**src/rtl/mac_pkg.sv**
```systemverilog
// Shared definitions for the multiply-accumulate path: product width,
// accumulator state encoding and the beat-counter width helper.
package mac_pkg;

  localparam int PROD_W = 8;

  typedef enum logic {
    ACCUM = 1'b0,
    HOLD  = 1'b1
  } state_e;

  // A one-bit counter is still needed when LEN is so small that clog2 gives 0.
  function automatic int cntWidth(input int len);
    return ($clog2(len) < 1) ? 1 : $clog2(len);
  endfunction

endpackage

```
**src/rtl/prod_accumulator.sv**
```systemverilog
// Sums LEN unsigned products from the wallace_tree multiplier into one result
// and holds that result, with a sticky carry-out flag, until it is accepted.
module prod_accumulator
  import mac_pkg::*;
#(
  parameter int LEN   = 4,
  parameter int ACC_W = 16
) (
  input  logic              clk,
  input  logic              rst_n,
  input  logic              clear,
  input  logic              in_valid,
  output logic              in_ready,
  input  logic [PROD_W-1:0] in_prod,
  output logic              out_valid,
  input  logic              out_ready,
  output logic [ACC_W-1:0]  out_sum,
  output logic              out_ovf
);

  localparam int CNT_W = cntWidth(LEN);

  state_e             state_q, state_d;
  logic [ACC_W-1:0]   acc_q, acc_d;
  logic [CNT_W-1:0]   cnt_q, cnt_d;
  logic               ovf_q, ovf_d;
  logic [ACC_W-1:0]   sum_q, sum_d;
  logic               sumOvf_q, sumOvf_d;

  logic [ACC_W:0]     addFull;
  logic               beat;
  logic               lastBeat;

  // Handshake outputs come straight from the state register, so neither
  // in_valid nor out_ready reaches an output combinationally.
  assign in_ready  = (state_q == ACCUM);
  assign out_valid = (state_q == HOLD);
  assign out_sum   = sum_q;
  assign out_ovf   = sumOvf_q;

  assign addFull  = {1'b0, acc_q} + {{(ACC_W + 1 - PROD_W){1'b0}}, in_prod};
  assign beat     = in_valid && in_ready;
  assign lastBeat = beat && (cnt_q == CNT_W'(LEN - 1));

  always_comb begin
    state_d  = state_q;
    acc_d    = acc_q;
    cnt_d    = cnt_q;
    ovf_d    = ovf_q;
    sum_d    = sum_q;
    sumOvf_d = sumOvf_q;

    if (clear) begin
      state_d  = ACCUM;
      acc_d    = '0;
      cnt_d    = '0;
      ovf_d    = 1'b0;
      sum_d    = '0;
      sumOvf_d = 1'b0;
    end else begin
      case (state_q)
        ACCUM: begin
          if (lastBeat) begin
            // The final addition goes straight to the result register so the
            // accumulator is already zeroed for the next result.
            sum_d    = addFull[ACC_W-1:0];
            sumOvf_d = ovf_q | addFull[ACC_W];
            acc_d    = '0;
            cnt_d    = '0;
            ovf_d    = 1'b0;
            state_d  = HOLD;
          end else if (beat) begin
            acc_d = addFull[ACC_W-1:0];
            cnt_d = cnt_q + 1'b1;
            ovf_d = ovf_q | addFull[ACC_W];
          end
        end
        HOLD: begin
          if (out_ready) begin
            state_d = ACCUM;
          end
        end
        default: state_d = ACCUM;
      endcase
    end
  end

  always_ff @(posedge clk or negedge rst_n) begin
    if (!rst_n) begin
      state_q  <= ACCUM;
      acc_q    <= '0;
      cnt_q    <= '0;
      ovf_q    <= 1'b0;
      sum_q    <= '0;
      sumOvf_q <= 1'b0;
    end else begin
      state_q  <= state_d;
      acc_q    <= acc_d;
      cnt_q    <= cnt_d;
      ovf_q    <= ovf_d;
      sum_q    <= sum_d;
      sumOvf_q <= sumOvf_d;
    end
  end

endmodule

```
**config.mk**
```make
export PLATFORM = sky130hd
export DESIGN_NAME = prod_accumulator
export DESIGN_NICKNAME = d
export VERILOG_FILES = /design/src/rtl/mac_pkg.sv /design/src/rtl/prod_accumulator.sv
export SDC_FILE = /design/constraint.sdc
export NUM_CORES = 1
export LEC_CHECK = 0
export ABC_AREA = 1
export CAP_MARGIN = 30
export CORE_MARGIN = 4
export CORE_UTILIZATION = 35
export CTS_BUF_LIST = sky130_fd_sc_hd__clkbuf_2
export CTS_CLUSTER_SIZE = 10
export DETAILED_ROUTE_END_ITERATION = 8
export PLACE_DENSITY_LB_ADDON = 0.12
export SYNTH_ARGS = -nofsm -noshare
export SYNTH_HDL_FRONTEND = slang
export SYNTH_SLANG_ARGS = --single-unit
```
**constraint.sdc**
```tcl
create_clock -name clk -period 4.21 [get_ports clk]
set_input_delay 0.842 -clock clk [delete_from_list [all_inputs] [get_ports clk]]
set_output_delay 0.842 -clock clk [all_outputs]
set_load 0.01 [all_outputs]
```
==> results of run 1 <==
==> registers in the layout, indices dropped and copies added (netlist names) <==
register	cells
acc_q	16
cnt_q	2
out_ovf	1
out_sum	16
out_valid	1
ovf_q	1
==> kinds of logic (layout without fill, tap and decap cells) <==
group | Yosys count | count (layout) | synth area share [%]
and+or+nand+nor | 175 | 175 | 36.1
buffers and inverters | 38 | 74 | 7.39
DFF | 37 | 37 | 43.0
xor gates and xnor gates | 4 | 4 | 1.63
AOI/OAI and AO/OA | 21 | 21 | 5.64
adders and majority gates | 10 | 10 | 6.17
==> path summary, 6_finish.rpt <==
kind                                 start  cells past startpoint  slack [ps]     endpoint
worst max-delay path            in_prod[0]                     12        1890  out_sum[12]
worst min-delay path            out_sum[5]                      2         500   out_sum[5]
worst max register to register   out_valid                      7        2390   out_sum[3]
worst min register to register  out_sum[5]                      2         500   out_sum[5]
max in group asynchronous            rst_n                      1        3150     acc_q[6]
min in group asynchronous            rst_n                      1         530   out_sum[7]
==> worst max-delay path, delay by kind of cell <==
family	cells	cell delay, ps
AND/OR/NAND/NOR	7	660
buffers and inverters	3	610
adder cells (fa/ha/maj)	2	510
==> through the flow <==
stage               power (uW)  worst slack, ps  instance area, um^2  utilization [%]
floorplan                  501             2080                 2150                -
global placement           557             1500                 2530             42.4
detailed placement         557             1460                 2530             42.4
CTS                        728             1890                 2570             43.1
global route               769             1720                 2570             43.1
finish                     718             1890                 2570             43.1
==> final cells by class <==
class,count,share of cell area (%)
inverters,34,4.97
multi-input cells,210,41.5
flip-flops and latches,37,36.1
repair buffers,32,12.2
well taps,75,3.66
clock buffers,8,1.56
==> cell usage after synthesis <==
cell type | number | share of area (%)
nand2_1 | 112 | 20
dfrtp_1 | 37 | 43
nand3_1 | 29 | 6.7
inv_1 | 28 | 4.9
nor2_1 | 11 | 1.9
o21ai_0 | 10 | 2.3
ha_1 | 9 | 5.2
nand2_2 | 8 | 2.3
inv_2 | 6 | 1.0
a21oi_1 | 4 | 0.93
nand3b_1 | 4 | 1.4
nand3_2 | 3 | 1.4
nor2_2 | 3 | 0.87
or2_1 | 3 | 0.87
xor2_1 | 3 | 1.2
buf_4 | 2 | 0.70
o21ai_1 | 2 | 0.47
a21boi_0 | 1 | 0.35
a21o_1 | 1 | 0.35
a22oi_2 | 1 | 0.58
buf_2 | 1 | 0.23
buf_6 | 1 | 0.52
fa_1 | 1 | 0.93
nand4_1 | 1 | 0.29
nor3_4 | 1 | 0.76
o22ai_1 | 1 | 0.29
o31ai_1 | 1 | 0.35
xnor2_1 | 1 | 0.41
==> placed cells by master, fill, tap and decap left out, drive strengths merged <==
cell           instances
nor2                  14
or2                    3
buf                    2
ha                     9
xor2                   3
nand4                  1
nand2                120
clkdlybuf4s50         30
o22ai                  1
inv                   34
dfrtp                 37
nand3b                 4
nand3                 32
a21oi                  4
nor3                   1
a21boi                 1
fa                     1
o31ai                  1
a21o                   1
xnor2                  1
o21ai                 12
clkbuf                 8
a22oi                  1
==> routing by layer <==
metal / track usage (%) / vias up
li1: - / 967
met1: 21.5 / 831
met2: 21.7 / 35
met3: 3.04 / 5
met4: 4.67 / 0
met5: 0 / -
==> report_power, final <==
group | total [uW] | switching, uW | internal [uW]
Sequential | 383 | 10.9 | 372
Combinational | 166 | 105 | 61.0
Clock | 170 | 120 | 49.0
==> flow_summary.json, run 1 <==
{
  "path_cells": "clkdlybuf4s50_1 -> ha_1 -> inv_1 -> fa_1 -> inv_1 -> nand3_1 -> nand3_2 -> nand2_1 -> nand2_1 -> nand3_1 -> nand3_1 -> nand2_1",
  "first_global_vias": 1776,
  "pin_count": 32,
  "drv_slew": 0,
  "cp.required_ps": 4510,
  "area_growth_pct": 19.3,
  "placedCellCount": 388,
  "post_cts_buffers": 0,
  "cts_tree": "done",
  "multi_input_area_mm2": 0.00107,
  "gr-total-overflow": 0,
  "antenna_found_initial": 0,
  "htreeDepth": 2,
  "route.vias.total": 1838,
  "max_stage_delay_ps": 460,
  "powerDensity_mw_per_mm2": 280,
  "num_rows": 28,
  "drv_cap": 0,
  "cts_buffer_depth": 2,
  "syn_nets": 308,
  "die_w_um": 86.4,
  "grt_start_max_net_pins": 38,
  "wl_met3_um": 188,
  "cts-hold-fix-buffers": 0,
  "synthesis.area_mm2": 0.00215,
  "dieArea_mm2": 0.00746,
  "grt_usage_pct": 14.7,
  "io_buffers": 31,
  "route.met2.wl_um": 2150,
  "die_h_um": 86.4,
  "setup_viol": 0,
  "cts_buffers": 5,
  "final-seq-area_um2": 926,
  "holdWs_ps": 503,
  "wl_um": 4980,
  "drcViolationCount": 0,
  "fillCellCount": 659,
  "drive_gt1_share_pct": 9.97,
  "path_clk_slew_ps": 190,
  "crit_path_start_kind": "primary input",
  "ys_seq_elements": 37,
  "syn_inst": 285,
  "crit_arrival_ps": 2620,
  "finalCriticalPeriod_ps": 2320,
  "routed.top_layer": "met4",
  "skew_ps": 19.4,
  "vdd_drop_max_mv": 0.151,
  "core-area_mm2": 0.00596,
  "ctsResizeCount": 0,
  "hp-class": "reg2reg",
  "final_nets": 343,
  "cts.sinks": 37,
  "crit_type": "in2reg",
  "finalWeightedCongestion": 0.787,
  "tightest_slew_ps": 845,
  "drtAntennaViolNets": 0,
  "grt_pass1_wl_um": 8630,
  "met1_length_um": 2590,
  "finalHoldViolCount": 0,
  "yosysWarnings": 0,
  "crit_path_top_delay_cell": "clkdlybuf4s50_1",
  "finalSetupTns_ps": 0,
  "routed_via_density": 4.64,
  "leakagePower_uw": 0.00138,
  "cp_max_fo": 4,
  "fin_cells": 396,
  "num_antenna_cells": 0,
  "syn_avg_cell_area_um2": 7.55,
  "ys_seq_area_share_pct": 43.0,
  "slew_headroom_pct": 43.6,
  "routedWlPerCell_um": 12.6,
  "clockRootBuffer": "clkbuf_2",
  "drtIter0Drc": 89,
  "max_freq_mhz": 430,
  "fin_crit_sh_pct": 55.2,
  "clock_latency_ps": 390,
  "critPathCaptureType": "register",
  "grt_setup_unrepaired": "false",
  "initial_core_util_pct": 36.1,
  "synth.distinct_cells": 28,
  "outcome": "complete, no violations",
  "dp_hpwl_um": 3670,
  "dr.pass1.iters": 4
}
Power figures use the tool's default switching activity.
==> inputs of run 2 (changes only) <==
==> constraint.sdc (replaced) <==
create_clock -name clk -period 2 [get_ports clk]
set_input_delay 0.4 -clock clk [delete_from_list [all_inputs] [get_ports clk]]
set_output_delay 0.4 -clock clk [all_outputs]
set_load 0.01 [all_outputs]
==> run 2 against run 1 <==
  * Sequential share of layout area is 1.9 points lower
  * First-iteration DRC count is 18% lower
  * Via count is 1.7% higher
  * Non-clock buffer count is 14 higher
  * Routed wire length is 1.9% higher
  * Combinational power is 130% higher
  * Cell count is 3.5% higher
  * Power is 140% higher
  * Clock skew is 7.1 ps higher
  * Utilization is 2.3 points higher
  * Critical path type is now reg2out
==> flow_summary.json, run 2 (synthesis gave the netlist of run 1 again) <==
{
  "drv_cap": 0,
  "cts_buffer_depth": 2,
  "r2r_start": "acc_q[0]",
  "leakagePower_uw": 0.00145,
  "placedCellCount": 401,
  "route.vias.total": 1870,
  "hp-class": "reg2reg",
  "powerDensity_mw_per_mm2": 624,
  "drtAntennaViolNets": 0,
  "clockRootBuffer": "clkbuf_2",
  "initial_core_util_pct": 36.1,
  "drcViolationCount": 0,
  "tightest_slew_ps": 481,
  "cts_tree": "done",
  "dp_hpwl_um": 3710,
  "placed_cell_area_mm2": 0.00262,
  "grt_pass1_wl_um": 9090,
  "pin_count": 32,
  "startpoint": "out_valid",
  "pwr-share-comb_pct": 23.1,
  "final_common_cell": "nand2_1",
  "crit_type": "reg2out",
  "hold_depth": 2,
  "vdd_drop_max_mv": 0.220,
  "final_core_util_pct": 45.4,
  "grt_start_max_net_pins": 38,
  "cts-hold-fix-buffers": 1,
  "reg2reg_slack_ps": 230,
  "p_sw_uw": 529,
  "post_cts_buffers": 0,
  "fin_cells": 410,
  "crit_path_start_kind": "register",
  "layout_common_cells": "nand2_1 (112), dfrtp_1 (37), clkdlybuf4s50_1 (30), nand3_1 (29), inv_1 (28)",
  "ctsResizeCount": 0,
  "internal-power_uw": 1160,
  "fin_crit_sh_pct": 92.6,
  "first_global_vias": 1945,
  "cp_max_fo": 3,
  "num_antenna_cells": 0,
  "cts_buffers": 5,
  "p_seq_share_pct": 47.7,
  "dr.pass1.iters": 4,
  "finalHoldViolCount": 0,
  "clock_latency_ps": 420,
  "grt_usage_pct": 15.4,
  "post-route-cell-area_mm2": 0.00271,
  "max_freq_mhz": 540,
  "die_h_um": 86.4,
  "antenna_found_initial": 0,
  "final_nets": 357,
  "routed_via_density": 4.56,
  "drtIter0Drc": 73,
  "drv_slew": 0,
  "power.share.clock_pct": 29.2,
  "dieArea_mm2": 0.00746,
  "finalSetupTns_ps": 0,
  "core-area_mm2": 0.00596,
  "critPathCaptureType": "primary output",
  "endpoint": "in_ready",
  "cts.sinks": 37,
  "path_clk_slew_ps": 210,
  "r2r-end": "acc_q[8]",
  "finalWeightedCongestion": 0.813,
  "io_buffers": 31,
  "finalCriticalPeriod_ps": 1850,
  "grt_setup_unrepaired": "false",
  "htreeDepth": 2,
  "reg2reg_depth": 11,
  "swShare_pct": 31.3,
  "routedWlPerCell_um": 12.4,
  "area_growth_pct": 25.8,
  "slew_headroom_pct": 67.9,
  "crit_arrival_ps": 1450,
  "gr-total-overflow": 0,
  "outcome": "complete, no violations",
  "setup_viol": 0,
  "drive_gt1_share_pct": 13.4,
  "cp.required_ps": 1600,
  "die_w_um": 86.4,
  "wl_um": 5080,
  "skew_ps": 26.5,
  "num_rows": 28
}
run 2: cell type report:
type / instances / area [um^2]
Inverter: 34 / 128
Clock buffer: 5 / 25.0
Clock inverter: 3 / 46.3
Multi-Input combinational cell: 210 / 1070
Timing Repair Buffer: 46 / 420
Sequential cell: 37 / 926
Tap cell: 75 / 93.8
Fill cell: 657 / 3250
run 2: worst min-delay path by stage:
stage / from / endpoint
2_1_floorplan: rst_n / acc_q[0]
3_3_place_gp: cnt_q[1] / cnt_q[1]
3_5_place_dp: out_sum[15] / out_sum[15]
4_1_cts: out_ready / out_valid
5_1_grt: out_ready / out_valid
6_report: out_sum[7] / out_sum[7]
run 2: layer usage:
layer  up-vias  wire length (um)  global-route usage, %
li1        994                 -                      -
met1       847              2640                   20.9
met2        24              2220                   25.0
met3         5               147                   3.04
met4         0                65                   4.25
met5         -                 0                      0
run 2: power groups by stage:
stage               combinational [uW]  clock [uW]  sequential (uW)
global placement                   393           0              819
finish                             390         493              806
detailed placement                 393           0              819
CTS                                397         525              806
floorplan                          238           0              816
global route                       449         548              810
run 2: stage by stage:
stage / total power (uW) / hold slack, ps / worst slack, ps
6_report: 1690 / 505 / 147
4_1_cts: 1730 / 493 / 109
2_1_floorplan: 1050 / 104 / 309
3_5_place_dp: 1210 / 465 / -293
3_3_place_gp: 1210 / 461 / -243
5_1_grt: 1810 / 480 / 35.1
run 2: critical path, stage by stage, from the launching register on:
cell,delay (ps)
dfrtp_1,440
inv_2,70
clkdlybuf4s50_1,540
